## config.mk

```make
export PLATFORM = sky130hd
export DESIGN_NAME = sync_fifo_param
export DESIGN_NICKNAME = d
export VERILOG_FILES = /design/src/rtl/sync_fifo_param_pkg.sv /design/src/rtl/fifo_mem_dp.sv /design/src/rtl/sync_fifo_param.sv
export SDC_FILE = /design/constraint.sdc
export NUM_CORES = 1
export LEC_CHECK = 0
export BUFFER_PORTS_ARGS = -buffer_cell sky130_fd_sc_hd__clkbuf_2
export CAP_MARGIN = 10
export CORE_ASPECT_RATIO = 1.5
export CORE_MARGIN = 5
export CORE_UTILIZATION = 60
export CTS_CLUSTER_DIAMETER = 30
export CTS_CLUSTER_SIZE = 16
export DETAILED_ROUTE_END_ITERATION = 8
export PLACE_DENSITY = 0.88
export SYNTH_ARGS = -nofsm -noshare
export SYNTH_HDL_FRONTEND = slang
export SYNTH_HIERARCHICAL = 1
export SYNTH_SLANG_ARGS = --single-unit
```

## constraint.sdc

```tcl
create_clock -name clk -period 3.3 [get_ports clk]
set_input_delay 0.33 -clock clk [delete_from_list [all_inputs] [get_ports clk]]
set_output_delay 0.33 -clock clk [all_outputs]
set_load 0.1 [all_outputs]
```

## src/rtl/sync_fifo_param_pkg.sv

```systemverilog
// Shared constants and elaboration helpers for the sync_fifo_param family.
package sync_fifo_param_pkg;

  localparam int unsigned FIFO_STD  = 0;
  localparam int unsigned FIFO_FWFT = 1;

  function automatic int unsigned addr_w(input int unsigned depth);
    return $clog2(depth);
  endfunction

  function automatic int unsigned cnt_w(input int unsigned depth);
    return $clog2(depth) + 1;
  endfunction

  function automatic bit is_pow2(input int unsigned n);
    return (n != 0) && ((n & (n - 1)) == 0);
  endfunction

endpackage

```

## src/rtl/fifo_mem_dp.sv

```systemverilog
// DEPTH x DATA_W storage: synchronous write port, asynchronous read port, no reset.
module fifo_mem_dp
  import sync_fifo_param_pkg::*;
#(
  parameter int unsigned DATA_W = 8,
  parameter int unsigned DEPTH  = 16
) (
  input  logic                       clk,
  input  logic                       we,
  input  logic [addr_w(DEPTH)-1:0]   waddr,
  input  logic [DATA_W-1:0]          wdata,
  input  logic [addr_w(DEPTH)-1:0]   raddr,
  output logic [DATA_W-1:0]          rdata
);

  logic [DATA_W-1:0] mem_q [DEPTH];

  always_ff @(posedge clk) begin
    if (we) begin
      mem_q[waddr] <= wdata;
    end
  end

  assign rdata = mem_q[raddr];

endmodule

```

## src/rtl/sync_fifo_param.sv

```systemverilog
// Single-clock parametrised FIFO with occupancy count, threshold flags, optional
// first-word-fall-through output, sticky error flags and synchronous flush.
module sync_fifo_param
  import sync_fifo_param_pkg::*;
#(
  parameter int unsigned DATA_W    = 8,
  parameter int unsigned DEPTH     = 16,
  parameter int unsigned AFULL_TH  = DEPTH - 2,
  parameter int unsigned AEMPTY_TH = 2,
  parameter int unsigned FWFT      = FIFO_STD
) (
  input  logic                    clk,
  input  logic                    rst,
  input  logic                    flush,
  input  logic                    wr_en,
  input  logic [DATA_W-1:0]       data_in,
  input  logic                    rd_en,
  output logic [DATA_W-1:0]       data_out,
  output logic                    full,
  output logic                    empty,
  output logic                    almost_full,
  output logic                    almost_empty,
  output logic [$clog2(DEPTH):0]  count,
  output logic                    overflow,
  output logic                    underflow
);

  localparam int unsigned ADDR_W = addr_w(DEPTH);
  localparam int unsigned CNT_W  = cnt_w(DEPTH);

  if (!is_pow2(DEPTH) || DEPTH < 4) begin : g_bad_depth
    $error("sync_fifo_param: DEPTH must be a power of two and at least 4");
  end
  if (!(AEMPTY_TH < AFULL_TH && AFULL_TH <= DEPTH)) begin : g_bad_thresholds
    $error("sync_fifo_param: thresholds must satisfy AEMPTY_TH < AFULL_TH <= DEPTH");
  end
  if (FWFT > FIFO_FWFT) begin : g_bad_mode
    $error("sync_fifo_param: FWFT must be 0 or 1");
  end

  logic [ADDR_W-1:0] wr_ptr_q, wr_ptr_d;
  logic [ADDR_W-1:0] rd_ptr_q, rd_ptr_d;
  logic [CNT_W-1:0]  count_q, count_d;
  logic              ovf_q, ovf_d;
  logic              unf_q, unf_d;
  logic              wr_acc, rd_acc;
  logic [DATA_W-1:0] mem_rdata;

  // All flags decode the registered count, so they move one cycle after the edge.
  assign empty        = (count_q == '0);
  assign full         = (count_q == CNT_W'(DEPTH));
  assign almost_full  = (count_q >= CNT_W'(AFULL_TH));
  assign almost_empty = (count_q <= CNT_W'(AEMPTY_TH));
  assign count        = count_q;
  assign overflow     = ovf_q;
  assign underflow    = unf_q;

  always_comb begin
    rd_acc   = rd_en && !empty && !flush;
    // A full FIFO still takes a write when a read frees the slot in the same cycle.
    wr_acc   = wr_en && (!full || rd_acc) && !flush;
    wr_ptr_d = wr_ptr_q;
    rd_ptr_d = rd_ptr_q;
    count_d  = count_q;
    ovf_d    = ovf_q;
    unf_d    = unf_q;
    if (flush) begin
      wr_ptr_d = '0;
      rd_ptr_d = '0;
      count_d  = '0;
    end else begin
      if (wr_acc) wr_ptr_d = wr_ptr_q + ADDR_W'(1);
      if (rd_acc) rd_ptr_d = rd_ptr_q + ADDR_W'(1);
      if (wr_acc && !rd_acc) begin
        count_d = count_q + CNT_W'(1);
      end else if (rd_acc && !wr_acc) begin
        count_d = count_q - CNT_W'(1);
      end
      if (wr_en && full && !rd_acc) ovf_d = 1'b1;
      if (rd_en && empty)           unf_d = 1'b1;
    end
  end

  always_ff @(posedge clk) begin
    if (rst) begin
      wr_ptr_q <= '0;
      rd_ptr_q <= '0;
      count_q  <= '0;
      ovf_q    <= 1'b0;
      unf_q    <= 1'b0;
    end else begin
      wr_ptr_q <= wr_ptr_d;
      rd_ptr_q <= rd_ptr_d;
      count_q  <= count_d;
      ovf_q    <= ovf_d;
      unf_q    <= unf_d;
    end
  end

  fifo_mem_dp #(
    .DATA_W (DATA_W),
    .DEPTH  (DEPTH)
  ) u_mem (
    .clk   (clk),
    .we    (wr_acc),
    .waddr (wr_ptr_q),
    .wdata (data_in),
    .raddr (rd_ptr_q),
    .rdata (mem_rdata)
  );

  if (FWFT == FIFO_FWFT) begin : g_fwft
    assign data_out = empty ? '0 : mem_rdata;
  end else begin : g_std
    logic [DATA_W-1:0] dout_q;

    always_ff @(posedge clk) begin
      if (rst) begin
        dout_q <= '0;
      end else if (rd_acc) begin
        dout_q <= mem_rdata;
      end
    end

    assign data_out = dout_q;
  end

endmodule

```

Word-level counts from Yosys, hierarchy flattened:

Memory sizes are Yosys's and may differ from the RTL's. A register that Yosys moved wholly into a read port is not among the register bits.
Index checks and enable logic that the tools add are counted.

* output and inout port bits: 19
* word-level logic and storage cells: 38
* bits in read-only memories: 0
* register bits: 15
* bits in writable memories: 128
* bits in latches: 0
* input bits: 13
* memories: 1

Memories
* u_mem.mem_q: depth 16, width 8, read ports 1, clocked after memory_dff 1, write ports 1, RTL line fifo_mem_dp.sv:16 `logic [DATA_W-1:0] mem_q [DEPTH];`

* div/mod/pow operators: 0
* shift-type cells: 0
* $add $sub $neg: 4
* eq/ne operators: 1
* reduce and logical (&&, ||, !) cells: 20
* magnitude comparators: 2
* multipliers: 0
* muxes and demuxes: 4
* bitwise logic cells: 1

Operators with widths (count)
* $mux 5: 2
* $logic_and 1x1->1: 9
* $add 4x1->4 const B: 2
* $add 5x1->5 const B: 1
* $eq 5x5->1 const B: 1
* $ge 5x4->1 const B: 1
* $le 5x2->1 const B: 1
* $logic_not 1->1: 5
* $logic_not 5->1: 1
* $sub 5x1->5 const B: 1
* $reduce_and 2->1: 2
* $mux 1: 2
* $reduce_bool 2->1: 1
* $reduce_or 2->1: 1
* $logic_or 1x1->1: 1
* $not 1->1: 1

Logic depth before layout (Yosys ltp):

Gate-level depths: netlist of the first run.

* word-level depth: 11
* mapped depth: 11
* depth with buffers taken out: 10

Hierarchy:

The synthesis of the first run kept the hierarchy.

By module, submodules not included
* fifo_mem_dp: times used 1, seq. area each 3843.7 um^2, area each 4987.3 um^2, cells an instance 221
* sync_fifo_param: times used 1, seq. area each 460.4 um^2, area each 1122.3 um^2, cells an instance 121

Worst setup path after synthesis of the first run:

Ideal clock, no wire load.

* path type: reg-to-output
* from: register count_q[1], in the netlist count[1]
* to: output almost_empty
* path slack: -2.575 ns
* path buffers: 0
* required time: 2.970 ns
* arrival time: 5.545 ns
* stages on the path, launching flop included: 2
* cell sequence: dfxtp_1 -> a2111oi_0

* cells in the longest elaborated chain, start to end: 1

RTL lines
* start: declaration: RTL line sync_fifo_param.sv:43 `logic [CNT_W-1:0] count_q, count_d;`
* start signal: assignment: RTL line sync_fifo_param.sv:94 `count_q <= count_d;`
* $le 5x2->1: RTL line sync_fifo_param.sv:53 `assign almost_empty = (count_q <= CNT_W'(AEMPTY_TH));`
* end: declaration: RTL line sync_fifo_param.sv:22 `output logic almost_empty,`

No other way between the ends.

Worst setup path in the final report of the first run:

* from: register count_q[0], in the netlist count[0]
* to: register count_q[4], in the netlist count[4]

* cells in the longest elaborated chain, start to end: 10
* elaborated cells on any way between the ends: 18
* those cells by class: add/sub: 2; eq/ne: 1; mux: 2; reduce/logical: 13

RTL lines
* $logic_not 5->1: RTL line sync_fifo_param.sv:50 `assign empty = (count_q == '0);`
* $logic_not 1->1: RTL line sync_fifo_param.sv:59 `rd_acc = rd_en && !empty && !flush;`
* $logic_and 1x1->1 (2 in series): RTL line sync_fifo_param.sv:59
* $logic_or 1x1->1 *: RTL line sync_fifo_param.sv:61 `wr_acc = wr_en && (!full || rd_acc) && !flush;`
* $logic_and 1x1->1 * (2 in series): RTL line sync_fifo_param.sv:61
* via wr_acc: RTL line sync_fifo_param.sv:46 `logic wr_acc, rd_acc;`
* $logic_not 1->1: RTL line sync_fifo_param.sv:76 `end else if (rd_acc && !wr_acc) begin`
* $logic_and 1x1->1: RTL line sync_fifo_param.sv:76
* $reduce_bool 2->1 (no source line)

The timed path passes the listed nets; every way through them passes the cells marked *. The select of a mux whose other input is x is not followed.
A chain may end at the register's enable or synchronous reset.

==> results of run 1 <==
==> metrics by stage <==
step | util (%) | hold WS, ns | instance area [um^2] | instances
after floorplan | - | 0.429 | 6120 | 342
after global placement | 63.6 | 0.455 | 6380 | 485
after detailed placement | 63.6 | 0.466 | 6380 | 485
after CTS | 69.0 | 0.228 | 6920 | 517
after global routing | 69.0 | 0.267 | 6920 | 517
final | 69.0 | 0.240 | 6920 | 517
==> cells by family after synthesis <==
group                      Yosys count  synth area share [%]
AOI/OAI and AO/OA                   32                  3.99
buffers and inverters               20                  2.42
xor gates and xnor gates             6                 0.860
muxes                               43                  14.5
and+or+nand+nor                     83                  6.27
DFF                                151                  70.4
adders and majority gates            7                  1.56
==> worst max-delay path: stages (launching register included) <==
cell      delay (ns)
dfxtp_1         0.36
or4_4           0.63
o31ai_4         0.33
nor2_1          0.18
ha_1            0.27
fa_1            0.40
nand2b_1        0.16
a21oi_1         0.19
mux2i_1         0.24
mux2i_1         0.20
==> synth_stat cells, types with 2 or more instances <==
library cell,count
nor2b_1,2
inv_1,5
mux4_2,18
nor2_1,41
buf_6,4
clkbuf_1,3
o21ai_1,2
nand2b_1,3
or4_1,2
buf_2,3
xor2_1,6
ha_1,6
nand3b_1,2
a22oi_1,16
dfxtp_1,23
mux4_1,14
o211ai_1,2
clkdlybuf4s25_2,3
mux2i_1,11
nor3_1,5
nand2_1,14
nand3_1,7
a21oi_1,6
edfxtp_1,128
==> worst paths after layout <==
kind / depth (start not counted) / start / to
min reg2reg: 2 / overflow / overflow
max: 9 / count[0] / count[4]
max reg2reg: 9 / count[0] / count[4]
min: 3 / wr_en / overflow
==> per-layer routing <==
| layer | part of all wire, % | vias to the layer above | routed length, um |
|---|---|---|---|
| li1 | - | 1451 | - |
| met1 | 37 | 1684 | 4550 |
| met2 | 53 | 136 | 6440 |
| met3 | 5.8 | 38 | 700 |
| met4 | 3.7 | 0 | 454 |
| met5 | 0 | - | 0 |
==> state kept, by name, indices dropped and copies added, names as in the netlist <==
name / cells
u_mem/mem_q: 128
count: 5
underflow: 1
data_out: 8
overflow: 1
rd_ptr_q: 4
wr_ptr_q: 4
==> power by group through the flow <==
| stage | Clock, W | Combinational [W] | Sequential, W |
|---|---|---|---|
| finish | 0.00174 | 0.000306 | 0.00210 |
| global route | 0.00186 | 0.000324 | 0.00210 |
| floorplan | 0 | 0.000171 | 0.00221 |
| detailed placement | 0 | 0.000306 | 0.00214 |
| global placement | 0 | 0.000295 | 0.00214 |
| CTS | 0.00177 | 0.000307 | 0.00210 |
==> cell type report <==
cell class	count	area, um^2	area share, %
sequential	151	4310	62.2
multi-input combinational	171	1660	24.1
clock buffer	19	433	6.26
timing repair buffer	41	243	3.51
tap	117	146	2.12
clock inverter	13	108	1.56
inverter	5	18.8	0.271
==> cell usage in the layout, fill, tap and decap left out, types with 5 or more instances in the layout <==
cell type    n
ha_1         6
inv_1        5
clkbuf_16   17
nor2_1      41
mux2i_1     11
dfxtp_1     22
nor3_1       5
edfxtp_1   128
xor2_1       6
buf_4        9
mux4_2      18
clkbuf_2    31
nand3_1      7
mux4_1      14
nand2_1     14
a21oi_1      6
a22oi_1     16
==> summary.md, run 1 <==
| Metric | Value |
|---|---|
| Yosys cell types | 40 |
| Detailed Routing Iterations Pass 1 | 5 |
| Pleak | roughly 2.4 nW |
| Worst Path Required | roughly 3.6 ns |
| Most used routing layer | met2 |
| Fillcell total | 601 |
| Syn nets | about 360 |
| Gr usage total | 21.5% |
| Final setup TNS | 0 ns |
| Largest cells by area after synthesis | edfxtp_1 63%, dfxtp_1 7.5%, mux4_2 6.6%, mux4_1 6.0%, nor2_1 2.5% |
| Worst slack at placement | slightly above 0.3 ns |
| Crit Path Max Fanout | 7 |
| I/O pin total | 32 |
| Clock Sink Count | between 150 and 200 |
| Vias per cell | 6.40 |
| Pwr Density | approximately 600 mW/mm^2 |
| Area grow syn2layout | 13.2% |
| Die height | roughly 130 um |
| Antenna-violating nets left | 0 |
| # DRC | 0 |
| CP Class | reg2reg |
| Initial antenna violation count | 0 |
| Max VDD drop | 0.449 mV |
| Gate power share | 7.4% |
| Met3 Use GR | ~4.6% |
| Die width | slightly above 90 um |
| Minimum clock period | just over 3 ns |
| Pin count of the biggest net entering global routing | 36 |
| Clock Power Share | approximately two fifths |
| CTS-repair resized insts | 0 |
| Period utilization | between 90% and 100% |
| Power Internal | 0.00319 W |
| WL/cell | approximately 24 um |
| Final Hold Viols | 0 |
| Placer Congestion | ~0.8 |
| Worst skew pair latency | roughly 0.41 ns |
| Avg Inst Size Synth | 17.9 um^2 |
| Psw | approximately 0.00096 W |
| Initial Util | roughly three fifths |
| Setup repair bufs after CTS | 0 |
| Diodes inserted | 0 |
| Clk root buf | clkbuf_16 |
| Net Sw Frac | roughly 23% |
| Number of synthesized flops with an enable pin | between 100 and 150 |
| Setup violators final | 0 |
| Clk slew on worst S/H paths | about 0.060 ns |
| Core box area | between 0.01 and 0.015 mm^2 |
| Achievable clock frequency | roughly 0.33 GHz |
| Sequential Power Share | about 51% |
| Yosys warning total | 6 |
| Final wirelength | roughly 12000 um |
| Internal reg-to-reg setup slack | approximately 0.26 ns |
| Final WS setup | roughly 0.26 ns |
| Met2 Usage GRT | a little over a third |
| Total number of vias | about 3.3k |
| Clock Tree Buf Depth | 2 |
| Yosys top cell by area | edfxtp_1 |
| Yosys reg bits | approximately 150 |
| CTS tree | yes |
| Fin. max-slew vios | 0 |
| Initial DRC count | 254 |
| GRT overflow | 0 |
| First-pass GRT wire length | 19200 um |
| Worst slew margin | between 30% and 40% |
| Met1 usage | roughly 26% |
| Hold-fix buffers at CTS | 0 |
| Mapped Area | 0.00611 mm^2 |
| CP arrival | around 3.4 ns |
| Status | completed |
| Vias in the first global route | 3444 |
| Die area | 0.0123 mm^2 |
| Share of synthesized registers carrying an async set or reset | 0% |
| Top FF cell, synth | edfxtp_1 |
| CTS Buf Count | 17 |
| Post-Synthesis Cells | approximately 340 |
| Row cnt | between 40 and 50 |
| PnR Total Power | between 0.004 and 0.005 W |
| Max Cap Viol | 0 |
| Nets | about 410 |
| Number of H-tree levels | 4 |
| Layout cells sized above 1 | a little under a quarter |
| Startpoint Class | register |
| Skew final | 0.00635 ns |
| Crit end category | register |
| IO buf count | 31 |
| Post-synthesis sequential area ratio | 70.4% |
| Worst slew pin tran | around 1 ns |
| Detailed Place HPWL | approximately 7800 um |
| RSZ-0062 raised after global routing | no |
| Min-delay worst type | in2reg |
| Yosys top cell area share | a little over three fifths |
No activity file was read; power rests on OpenSTA's default activity.
==> run 2, diff against run 1 <==
Settings changed: ABC_AREA from default to 1, BUFFER_PORTS_ARGS -buffer_cell sky130_fd_sc_hd__clkbuf_2 to -buffer_cell sky130_fd_sc_hd__buf_2, CORE_UTILIZATION 60 to 61, GPL_TIMING_DRIVEN from default to 0, PLACE_DENSITY 0.88 to 0.89.
==> summary.md, run 2 <==
| Metric | Value |
|---|---|
| WL/cell | 18.3 um (-22%) |
| Initial Util | 61.7% (+0.71 points) |
| Vias in the first global route | 4955 (+44%) |
| Max Cap Viol | 0 (unchanged) |
| Final wirelength | 16700 um (+37%) |
| Achievable clock frequency | 0.404 GHz (+23%) |
| Total number of vias | 5061 (+53%) |
| Top FF cell, synth | edfxtp_1 |
| Min-delay worst type | in2reg |
| Die height | 139 um (+4.2%) |
| Yosys reg bits | 151 (unchanged) |
| RSZ-0062 raised after global routing | no |
| Clk root buf | clkbuf_16 |
| Initial DRC count | 451 (+78%) |
| Register area | 0.00430 mm^2 (about the same) |
| Detailed Routing Iterations Pass 1 | 6 (+1) |
| Pleak | 3.36 nW (+41%) |
| CTS-repair resized insts | 0 (unchanged) |
| Worst slew pin tran | 0.825 ns (-0.157 ns) |
| IO buf count | 31 (unchanged) |
| Syn nets | 722 (+99%) |
| Nets | 772 (+90%) |
| Diodes inserted | 0 (unchanged) |
| Area grow syn2layout | 13.2% (about the same) |
| PnR Total Power | 0.00425 W (+2.4%) |
| Fillcell total | 770 (+28%) |
| Crit end category | register |
| Internal reg-to-reg setup slack | 0.83 ns (+0.57 ns) |
| Final setup TNS | 0 ns (unchanged) |
| Die area | 0.0134 mm^2 (+8.3%) |
| Most frequent cell after synthesis | nand2_1 |
| Gr usage total | 26.5% (+5.0 points) |
| Pwr Density | 553 mW/mm^2 (-7.7%) |
| Antenna-violating nets left | 0 (unchanged) |
| Non-filler instance count after layout | 912 (+76%) |
| Detailed Place HPWL | 11400 um (+46%) |
| Initial antenna violation count | 0 (unchanged) |
| Setup violators final | 0 (unchanged) |
| CP arrival | 2.78 ns (-0.60 ns) |
| Core box area | 0.0110 mm^2 (+9.7%) |
| Worst Path Required | 3.61 ns (-0.03 ns) |
| Setup repair bufs after CTS | 0 (unchanged) |
| Number of synthesized flops with an enable pin | 128 (unchanged) |
| Commonest non-fill, non-tap cell in the layout | nand2_1 |
| Number of H-tree levels | 4 (unchanged) |
| Die width | 96.1 um (+4.0%) |
| Minimum clock period | 2.47 ns (-0.567 ns) |
| Worst skew pair latency | 0.41 ns (about the same) |
| CTS tree | yes |
| Yosys top cell by area | edfxtp_1 |
| Yosys top cell area share | 56.7% (-6.2 points) |
| Startpoint Class | register |
| GRT overflow | 0 (unchanged) |
| Hold-fix buffers at CTS | 0 (unchanged) |
| Largest register FFs | 128 (unchanged) |
| Largest cells by area after synthesis | edfxtp_1 57%, nand2_1 11%, nand3_1 7.7%, dfxtp_1 6.8%, inv_1 6.6% |
| Vias per cell | 5.55 (-13%) |
| # DRC | 0 (unchanged) |
| First-pass GRT wire length | 25400 um (+32%) |
| Post-Synthesis Cells | 702 (+110%) |
| Worst slew margin | 44.8% (+11 points) |
| Period utilization | 75.0% (-17 points) |
| Row cnt | 47 (+4.4%) |
| Fin. max-slew vios | 0 (unchanged) |
| Clk slew on worst S/H paths | 0.06 ns (about the same) |
| Post-synthesis sequential area ratio | 63.5% (-7.0 points) |
| Clock Sink Count | 151 (unchanged) |
| CP Class | reg2reg |
| Area of the multi-input gates | 0.00183 mm^2 (+10%) |
| Pin count of the biggest net entering global routing | 17 (-53%) |
| Finished Cell Area | 0.00768 mm^2 (+11%) |
| Layout cells sized above 1 | 13.2% (-10 points) |
| Clock Tree Buf Depth | 2 (unchanged) |
| I/O pin total | 32 (unchanged) |
| Yosys warning total | 6 (unchanged) |
| Most flop-heavy register | u_mem/mem_q |
| Placer Congestion | 0.965 (+17%) |
| Mapped Area | 0.00678 mm^2 (+11%) |
| Crit Path Max Fanout | 7 (unchanged) |
| CTS Buf Count | 17 (unchanged) |
| Placed insts | 880 (+81%) |
| Share of synthesized registers carrying an async set or reset | 0% (unchanged) |
| Skew final | 0.00767 ns (+0.00132 ns) |
| Max VDD drop | 0.504 mV (+12%) |
| Area post-placement | 0.00713 mm^2 (+12%) |
| Most instantiated cells after synthesis | 198 x nand2_1, 128 x edfxtp_1, 119 x inv_1 |
| Yosys cell types | 28 (-30%) |
| Avg Inst Size Synth | 9.66 um^2 (-46%) |
| Status | completed |
| Final Hold Viols | 0 (unchanged) |
| Most used cells in the layout excluding fill and tap cells | 198 x nand2_1, 128 x edfxtp_1, 119 x inv_1 |
run 2: critical path, cell delays in order (launching register included):
cell and delay (ns):
dfxtp_1 0.53, nand4_1 0.30, nand2_2 0.18, inv_2 0.09, ha_1 0.28, inv_1 0.14, ha_1 0.30, a21oi_1 0.14
nand2_1 0.09, nand2_1 0.07, nand2_1 0.05, o21ai_0 0.14, inv_1 0.05
run 2: where the power goes:
group / switching [W] / total, W / internal (W)
sequential: 0.0000163 / 0.00210 / 0.00209
clock: 0.000769 / 0.00174 / 0.000975
combinational: 0.000312 / 0.000399 / 0.0000873
total: 0.00110 / 0.00425 / 0.00315
run 2: through the flow:
| stage | setup slack (ns) | hold WS, ns | utilization, % |
|---|---|---|---|
| 2_1_floorplan | 0.162 | 0.402 | - |
| 3_3_place_gp | 0.961 | 0.445 | 64.9 |
| 3_5_place_dp | 0.840 | 0.472 | 64.9 |
| 4_1_cts | 0.860 | 0.112 | 69.8 |
| 5_1_grt | 0.603 | 0.124 | 69.8 |
| 6_report | 0.826 | 0.127 | 69.8 |
run 2: final timing paths:
path	end	start	depth (start not counted)
min reg2reg	data_out[4]	data_out[4]	2
max reg2reg	count[3]	count[4]	12
min	overflow	rst	2
max	count[3]	count[4]	12
run 2: layer usage:
layer / vias to the layer above / track usage (%) / wire length [um]
li1: 2362 / - / -
met1: 2385 / 28.2 / 5730
met2: 252 / 46.1 / 8840
met3: 62 / 5.32 / 1010
met4: 0 / 16.6 / 1120
met5: - / 0 / 0
run 2: cells by family after synthesis:
group	Yosys count	share of synthesized area [%]
simple gates	360	22.5
flops	151	63.5
buf+inv	150	9.65
compound gates	28	2.23
fa+ha+maj	7	1.40
xor+xnor	6	0.775
run 2: final cells by class:
type / count / share of cell area [%]
Tap cell: 147 / 2.40
Buffer: 26 / 2.46
Sequential cell: 151 / 56.1
Multi-Input combinational cell: 401 / 23.9
Clock inverter: 15 / 1.56
Inverter: 124 / 6.06
Clock buffer: 17 / 5.54
Timing Repair Buffer: 31 / 2.02
